## src/rtl/gate_pkg.sv

```systemverilog
`default_nettype none
// ============================================================================
// Module      : gate_pkg
// Description : Shared definitions for the gate-pair sequencer: component and
//               gate-entry indices, sequencer state encoding, and the
//               sign-extended add with saturating or wrapping reduction.
// Revision    : 1.0 - initial release
// ============================================================================
package gate_pkg;

  // Component index inside a complex value
  localparam int REAL = 0;
  localparam int IMAG = 1;

  // Gate matrix entry index
  localparam int G00 = 0;
  localparam int G01 = 1;
  localparam int G10 = 2;
  localparam int G11 = 3;

  // Working width for the reduction helpers; callers sign-extend into it
  localparam int c_ext_w = 64;

  typedef enum logic [2:0] {
    IDLE = 3'd0,
    P0   = 3'd1,
    P1   = 3'd2,
    P2   = 3'd3,
    P3   = 3'd4,
    OUT  = 3'd5
  } state_t;

  // Sum of two sign-extended operands, reduced to a w-bit range. With sat_en
  // the result clamps to the w-bit limits; otherwise the full sum is returned
  // and the caller keeps its low w bits (two's-complement wrap).
  function automatic logic signed [c_ext_w-1:0] add_red(
    input logic signed [c_ext_w-1:0] a,
    input logic signed [c_ext_w-1:0] b,
    input int                        w,
    input bit                        sat_en
  );
    logic signed [c_ext_w-1:0] s;
    logic signed [c_ext_w-1:0] hi;
    logic signed [c_ext_w-1:0] lo;
    s  = a + b;
    hi = (64'sd1 <<< (w - 1)) - 64'sd1;
    lo = -(64'sd1 <<< (w - 1));
    if (sat_en && (s > hi)) return hi;
    if (sat_en && (s < lo)) return lo;
    return s;
  endfunction

  // True when the sum of two sign-extended operands leaves the w-bit range.
  function automatic logic add_ovf(
    input logic signed [c_ext_w-1:0] a,
    input logic signed [c_ext_w-1:0] b,
    input int                        w
  );
    logic signed [c_ext_w-1:0] s;
    logic signed [c_ext_w-1:0] hi;
    logic signed [c_ext_w-1:0] lo;
    s  = a + b;
    hi = (64'sd1 <<< (w - 1)) - 64'sd1;
    lo = -(64'sd1 <<< (w - 1));
    return (s > hi) || (s < lo);
  endfunction

endpackage
`default_nettype wire

```

## src/rtl/complex_fix_mul.sv

```systemverilog
`default_nettype none
// ============================================================================
// Module      : complex_fix_mul
// Description : Combinational fixed-point complex multiply p = a * b.
//               Full-precision products are formed, scaled right by
//               2*IN_BITS-OUT_BITS-1 (floor) and the low OUT_BITS kept.
// Ports       : a, b - complex operands, IN_BITS per component
//               p    - complex product, OUT_BITS per component
// Revision    : 1.0 - initial release
// ============================================================================
module complex_fix_mul
  import gate_pkg::*;
#(
  parameter int IN_BITS  = 19,
  parameter int OUT_BITS = 20
) (
  input  logic signed [0:1][IN_BITS-1:0]  a,
  input  logic signed [0:1][IN_BITS-1:0]  b,
  output logic signed [0:1][OUT_BITS-1:0] p
);

  localparam int c_prod_w = 2 * IN_BITS + 1;
  localparam int c_shift  = 2 * IN_BITS - OUT_BITS - 1;

  logic signed [c_prod_w-1:0] w_ar, w_ai, w_br, w_bi;
  logic signed [c_prod_w-1:0] w_re_full, w_im_full;

  assign w_ar = c_prod_w'($signed(a[REAL]));
  assign w_ai = c_prod_w'($signed(a[IMAG]));
  assign w_br = c_prod_w'($signed(b[REAL]));
  assign w_bi = c_prod_w'($signed(b[IMAG]));

  // One extra bit over the raw product width keeps the difference/sum exact
  assign w_re_full = w_ar * w_br - w_ai * w_bi;
  assign w_im_full = w_ar * w_bi + w_ai * w_br;

  assign p[REAL] = OUT_BITS'(w_re_full >>> c_shift);
  assign p[IMAG] = OUT_BITS'(w_im_full >>> c_shift);

endmodule
`default_nettype wire

```

## src/rtl/cplx_acc_add.sv

```systemverilog
`default_nettype none
// ============================================================================
// Module      : cplx_acc_add
// Description : Combinational complex add, REAL and IMAG reduced independently
//               to OUT_BITS. Build macro GATE_PAIR_APPLY_SAT_EN selects
//               saturation and adds the ovf output; otherwise results wrap.
// Ports       : a, b - complex addends, OUT_BITS per component
//               sum  - reduced complex sum
//               ovf  - (GATE_PAIR_APPLY_SAT_EN only) any component clamped
// Revision    : 1.0 - initial release
// ============================================================================
module cplx_acc_add
  import gate_pkg::*;
#(
  parameter int OUT_BITS = 20
) (
  input  logic [0:1][OUT_BITS-1:0] a,
  input  logic [0:1][OUT_BITS-1:0] b,
  output logic [0:1][OUT_BITS-1:0] sum
`ifdef GATE_PAIR_APPLY_SAT_EN
  ,
  output logic                     ovf
`endif
);

`ifdef GATE_PAIR_APPLY_SAT_EN
  localparam bit c_sat_en = 1'b1;
`else
  localparam bit c_sat_en = 1'b0;
`endif

  function automatic logic signed [c_ext_w-1:0] sx(input logic [OUT_BITS-1:0] v);
    return {{(c_ext_w - OUT_BITS){v[OUT_BITS-1]}}, v};
  endfunction

  for (genvar i = 0; i < 2; i++) begin : g_comp
    assign sum[i] = OUT_BITS'(add_red(sx(a[i]), sx(b[i]), OUT_BITS, c_sat_en));
  end

`ifdef GATE_PAIR_APPLY_SAT_EN
  assign ovf = add_ovf(sx(a[REAL]), sx(b[REAL]), OUT_BITS) |
               add_ovf(sx(a[IMAG]), sx(b[IMAG]), OUT_BITS);
`endif

endmodule
`default_nettype wire

```

## src/rtl/gate_pair_apply_seq.sv

```systemverilog
`default_nettype none
// ============================================================================
// Module      : gate_pair_apply_seq
// Description : Applies a 2x2 complex gate to an amplitude pair:
//                 out0 = g00*a0 + g01*a1, out1 = g10*a0 + g11*a1
//               using one shared complex multiplier over four cycles.
// Ports       : in_valid/in_ready   - operand handshake (accepted in IDLE)
//               gate, amp0, amp1    - operands, latched on accept
//               out_valid/out_ready - result handshake
//               out0, out1          - results, stable while out_valid
//               busy                - not IDLE
//               op_count            - completed output handshakes (wraps)
//               sat_flag            - (GATE_PAIR_APPLY_SAT_EN only) a result
//                                     component saturated
// Build macro : GATE_PAIR_APPLY_SAT_EN - saturating accumulate + sat_flag
// Revision    : 1.0 - initial release
// ============================================================================
module gate_pair_apply_seq
  import gate_pkg::*;
#(
  parameter int IN_BITS  = 19,
  parameter int OUT_BITS = 20,
  parameter int CNT_BITS = 16
) (
  input  logic                              clk,
  input  logic                              rst_n,
  input  logic                              in_valid,
  output logic                              in_ready,
  input  logic signed [0:3][0:1][IN_BITS-1:0] gate,
  input  logic signed [0:1][IN_BITS-1:0]    amp0,
  input  logic signed [0:1][IN_BITS-1:0]    amp1,
  output logic                              out_valid,
  input  logic                              out_ready,
  output logic signed [0:1][OUT_BITS-1:0]   out0,
  output logic signed [0:1][OUT_BITS-1:0]   out1,
  output logic                              busy,
  output logic [CNT_BITS-1:0]               op_count
`ifdef GATE_PAIR_APPLY_SAT_EN
  ,
  output logic                              sat_flag
`endif
);

  state_t r_state, w_state_nxt;

  logic [0:3][0:1][IN_BITS-1:0] r_gate;
  logic [0:1][IN_BITS-1:0]      r_amp0, r_amp1;
  logic [0:1][OUT_BITS-1:0]     r_acc0, r_acc1;
  logic [CNT_BITS-1:0]          r_op_count;

  logic [0:1][IN_BITS-1:0]      w_mul_a, w_mul_b;
  logic [0:1][OUT_BITS-1:0]     w_prod, w_add_a, w_sum;

  // Next state and handshake outputs
  always_comb begin
    w_state_nxt = r_state;
    in_ready    = 1'b0;
    out_valid   = 1'b0;
    busy        = 1'b1;
    case (r_state)
      IDLE: begin
        in_ready = 1'b1;
        busy     = 1'b0;
        if (in_valid) w_state_nxt = P0;
      end
      P0:  w_state_nxt = P1;
      P1:  w_state_nxt = P2;
      P2:  w_state_nxt = P3;
      P3:  w_state_nxt = OUT;
      OUT: begin
        out_valid = 1'b1;
        if (out_ready) w_state_nxt = IDLE;
      end
      default: w_state_nxt = IDLE;
    endcase
  end

  // Multiplier operands come only from the latched copies
  always_comb begin
    w_mul_a = r_gate[G00];
    w_mul_b = r_amp0;
    case (r_state)
      P1: begin w_mul_a = r_gate[G01]; w_mul_b = r_amp1; end
      P2: begin w_mul_a = r_gate[G10]; w_mul_b = r_amp0; end
      P3: begin w_mul_a = r_gate[G11]; w_mul_b = r_amp1; end
      default: ;
    endcase
  end

  // P1 accumulates into acc0, P3 into acc1
  assign w_add_a = (r_state == P3) ? r_acc1 : r_acc0;

  complex_fix_mul #(
    .IN_BITS  (IN_BITS),
    .OUT_BITS (OUT_BITS)
  ) u_mul (
    .a (w_mul_a),
    .b (w_mul_b),
    .p (w_prod)
  );

`ifdef GATE_PAIR_APPLY_SAT_EN
  logic w_ovf;
  logic r_sat;

  cplx_acc_add #(.OUT_BITS(OUT_BITS)) u_add (
    .a   (w_add_a),
    .b   (w_prod),
    .sum (w_sum),
    .ovf (w_ovf)
  );

  always_ff @(posedge clk or negedge rst_n) begin
    if (!rst_n) begin
      r_sat <= 1'b0;
    end else begin
      case (r_state)
        P1:      r_sat <= w_ovf;
        P3:      r_sat <= r_sat | w_ovf;
        OUT:     if (out_ready) r_sat <= 1'b0;
        default: ;
      endcase
    end
  end

  assign sat_flag = r_sat & (r_state == OUT);
`else
  cplx_acc_add #(.OUT_BITS(OUT_BITS)) u_add (
    .a   (w_add_a),
    .b   (w_prod),
    .sum (w_sum)
  );
`endif

  always_ff @(posedge clk or negedge rst_n) begin
    if (!rst_n) begin
      r_state    <= IDLE;
      r_gate     <= '0;
      r_amp0     <= '0;
      r_amp1     <= '0;
      r_acc0     <= '0;
      r_acc1     <= '0;
      r_op_count <= '0;
    end else begin
      r_state <= w_state_nxt;
      case (r_state)
        IDLE: if (in_valid) begin
          r_gate <= gate;
          r_amp0 <= amp0;
          r_amp1 <= amp1;
        end
        P0:  r_acc0 <= w_prod;
        P1:  r_acc0 <= w_sum;
        P2:  r_acc1 <= w_prod;
        P3:  r_acc1 <= w_sum;
        OUT: if (out_ready) r_op_count <= r_op_count + CNT_BITS'(1);
        default: ;
      endcase
    end
  end

  assign out0     = r_acc0;
  assign out1     = r_acc1;
  assign op_count = r_op_count;

endmodule
`default_nettype wire

```

## config.mk

```make
export PLATFORM = sky130hd
export DESIGN_NAME = gate_pair_apply_seq
export DESIGN_NICKNAME = d
export VERILOG_FILES = /design/src/rtl/gate_pkg.sv /design/src/rtl/complex_fix_mul.sv /design/src/rtl/cplx_acc_add.sv /design/src/rtl/gate_pair_apply_seq.sv
export SDC_FILE = /design/constraint.sdc
export NUM_CORES = 2
export LEC_CHECK = 0
export CORE_UTILIZATION = 39
export CTS_CLUSTER_DIAMETER = 80
export DETAILED_ROUTE_END_ITERATION = 10
export PLACE_DENSITY = 0.52
export SYNTH_ARGS = -nofsm -noshare
export SYNTH_HDL_FRONTEND = slang
export SYNTH_SLANG_ARGS = --single-unit
```

## constraint.sdc

```tcl
create_clock -name clk -period 21.5 [get_ports clk]
set_input_delay 4.3 -clock clk [delete_from_list [all_inputs] [get_ports clk]]
set_output_delay 4.3 -clock clk [all_outputs]
set_load 0.03 [all_outputs]
```

==> metrics.md <==
| Metric | Value |
|---|---|
| Status | `complete, no violations` |
| Post-Syn Area per Cell | `approximately 9.5 um2` |
| Area Overhead vs Synth | `11.72%` |
| Drt wl/cell | `25.14 um` |
| Clock slew at the register clock pins of the worst setup and hold paths | `0.06 ns` |
| Die X | `420.5 um` |
| Post_cts resized | `0` |
| Routed Antenna Nets | `0` |
| Min Tclk post-route | `approximately 14 ns` |
| Post-synthesis async set-or-reset flop share | `100.0%` |
| Clock sinks | `327` |
| H-tree Lvls | `2` |
| Slowest CP cell | `dfrtp_1` |
| CTS tree | `yes` |
| Setup Viol. Count Final | `0` |
| Required time worst endpoint | `about 22 ns` |
| Crit path top cell by count | `fa_1` |
| Syn Nets | `between 9,000 and 10,000` |
| Placer Congestion | `0.9947` |
| Max Freq | `71.16 MHz` |
| Die footprint | `0.1768 mm2` |
| Synth cell types | `84` |
| Mapped Area | `0.06830 mm2` |
| Syn Inst Count | `7,178` |
| Post-synth EDFFs | `0` |
| Final hold viol count | `0` |
| Worst slew pin tran | `1.432 ns` |
| Worst skew pair latency | `between 0.6 and 0.7 ns` |
| Register area | `~0.0082 mm2` |
| Clock root cell | `clkbuf_16` |
| Pre-antenna DRT Iters | `6` |
| Clock Skews | `0.01935 ns` |
| Pin count of the biggest net entering global routing | `139` |
| GRT Util Overall | `~29%` |
| Area of the multi-input gates | `about 0.053 mm2` |
| Period utilization | `65.36%` |
| Rel. slew slack | `~2.7%` |
| DRC errors left | `0` |
| Slowest Stage Delay on Critical Path | `0.93 ns` |
| Synth Flop Type | `dfrtp_1` |
| Sequential-to-total area share from yosys stat | `a little under an eighth` |
| Initial core utilization | `between 30% and 40%` |
| Vias per inst | `5.224` |
| Startpoint Class | `flop` |
| YS warnings | `0` |
| Hold path depth | `1` |
| CTS Buf Count | `41` |
| Post-CTS Hold Buffers | `0` |
| Rows | `153` |
| Max-cap violations | `0` |
| R2R Setup Slk | `7.45 ns` |
| R2r endpoint | `out0[19]` |
| Hold path start | `op_count[15]` |
| CP Capture Type | `flop` |
| Post-CTS Setup Bufs | `0` |
| RR Startpoint | `r_state[2]` |
| First-pass GRT wire length | `about 370,000 um` |
| WP data arrival | `approximately 15 ns` |
| Hpwl dp | `186,700 um` |
| RSZ-0062 raised after global routing | `no` |
| Vias in the first global route | `55,870` |
| I/O Buffers | `330` |
| Hold crit path type | `flop to flop` |
| Crit Path Category | `flop to flop` |
| R2r worst-path depth | `42` |
| Ratio of cells with drive above 1 in the final layout | `under 10%` |
| Vias | `50,820` |
| Core Region | `0.1738 mm2` |
| Critical path peak fanout | `40` |
| WHS Endpoint | `op_count[15]` |
| WL final | `244,500 um` |
| Clk buf depth | `3` |
| Final Net Count | `roughly 9,600` |
| FILL cells | `17,050` |
| Iter 0 DRT Violations | `4,042` |
| Fin Setup TNS | `0 ns` |
| Grt ovf | `0` |
| Die height | `420.5 um` |
| Initial antenna violation count | `16` |
| I/O pin total | `331` |
| Max Slew Vio Count | `0` |
| Number of synthesized register bits | `327` |
## state kept, by name (all words and copies together) (netlist names)
register and cells:
r_amp0 38, r_gate 152, out1 40, r_state 3, out0 40, op_count 16, r_amp1 38
## synth_stat cells, drive strengths merged, types with 5 or more instances
cell | number | area share, %
a221o | 43 | 0.63
a221oi | 38 | 0.52
a21oi | 112 | 0.86
nand4 | 19 | 0.17
and3 | 15 | 0.14
a311oi | 5 | 0.090
or3 | 7 | 0.064
xnor2 | 101 | 1.3
a31oi | 17 | 0.16
o21a | 5 | 0.055
clkbuf | 304 | 1.7
nor2 | 766 | 4.2
and2 | 6 | 0.055
nand3 | 18 | 0.13
nand2b | 15 | 0.14
dfrtp | 327 | 12
mux2 | 261 | 4.3
or2 | 9 | 0.082
buf | 33 | 0.20
a211oi | 21 | 0.23
a22oi | 46 | 0.51
nand3b | 6 | 0.066
o31ai | 5 | 0.082
nor3 | 16 | 0.12
ha | 395 | 7.2
xor2 | 41 | 0.55
inv | 1696 | 9.3
a21boi | 5 | 0.055
nor2b | 19 | 0.17
o21bai | 8 | 0.093
o221ai | 18 | 0.23
o21ai | 69 | 0.52
mux2i | 37 | 0.54
nand2 | 1022 | 5.6
a21o | 30 | 0.33
fa | 1599 | 47
## logic make-up (layout without fill, tap and decap cells)
logic type	Yosys count	after routing	share of synthesized area, %
XOR/XNOR	145	145	1.967
flip-flops	327	327	11.98
multiplexers	298	298	4.845
buffers and inverters	2033	2244	11.19
AND/OR/NAND/NOR	1928	1928	11.12
adder cells (fa/ha/maj)	1994	1994	54.10
other	0	13	0
AO/OA/AOI/OAI	453	453	4.799
## cell usage in the layout (no fill, tap or decap), types with 9 or more instances in the layout
master           instances
a22oi_1                 46
a221oi_4                 9
clkdlybuf4s50_1        329
o221ai_1                18
nor2_1                 764
a221oi_2                28
a21o_1                  30
nand4_1                 19
fa_1                  1599
clkbuf_16               41
mux2i_1                  9
mux2i_4                 12
buf_4                  148
a21oi_1                106
nand2_1               1020
ha_1                   395
mux2i_2                 16
and3_1                  15
a221o_1                 37
nand3_1                 18
dfrtp_1                326
xnor2_1                 99
xor2_1                  38
a31oi_1                 16
a211oi_1                20
nand2b_1                15
inv_1                 1693
nor2b_1                 17
nor3_1                  13
mux2_2                 261
diode_2                 13
o21ai_0                 64
## per-stage QoR
step	setup WS [ns]	area (um2)	instances	util (%)	hold WS, ns
finish	7.447	76310	9727	43.90	0.4817
global route	6.441	76290	9721	43.89	0.5064
CTS	7.474	76280	9714	43.88	0.4826
detailed placement	7.504	74960	9645	43.12	0.4689
global placement	7.688	74960	9645	43.12	0.4617
floorplan	10.05	68300	7178	-	0.4722
## area by class of cell
cell class | instances | area share, %
repair buffers | 479 | 5.817
clock inverters | 17 | 0.2886
clock buffers | 52 | 1.438
inverters | 1696 | 8.342
well taps | 2325 | 3.812
flip-flops and latches | 327 | 10.72
diodes | 13 | 0.04263
multi-input cells | 4818 | 69.53
## how the worst max path moves through the flow
stage	start	to	slack, ns
4_1_cts	r_state[2]	out0[39]	7.47
3_3_place_gp	r_state[2]	out0[39]	7.69
5_1_grt	r_state[2]	out0[19]	6.44
3_5_place_dp	r_state[2]	out0[39]	7.50
2_1_floorplan	r_state[1]	out0[19]	10.05
6_report	r_state[2]	out0[19]	7.45
## worst max-delay path, delay by kind of cell (launching register included)
kind	cells	cell delay (ns)
xor gates and xnor gates	2	0.56
DFF	1	0.93
adders and majority gates	10	4.72
AOI/OAI and AO/OA	16	4.07
buffers and inverters	7	1.57
and+or+nand+nor	6	1.05
muxes	1	0.84
## metal layers
metal	track usage [%]	share of wire [%]	up-vias	wire, um
li1	-	-	21620	-
met1	36.66	39	26690	95720
met2	46.79	47	2010	115100
met3	6.439	8.4	488	20430
met4	12.81	5.4	8	13280
met5	0	0.019	-	46
Power is not shown: default switching activity piles up to over one toggle a cycle in this logic, so the estimate is an artifact.
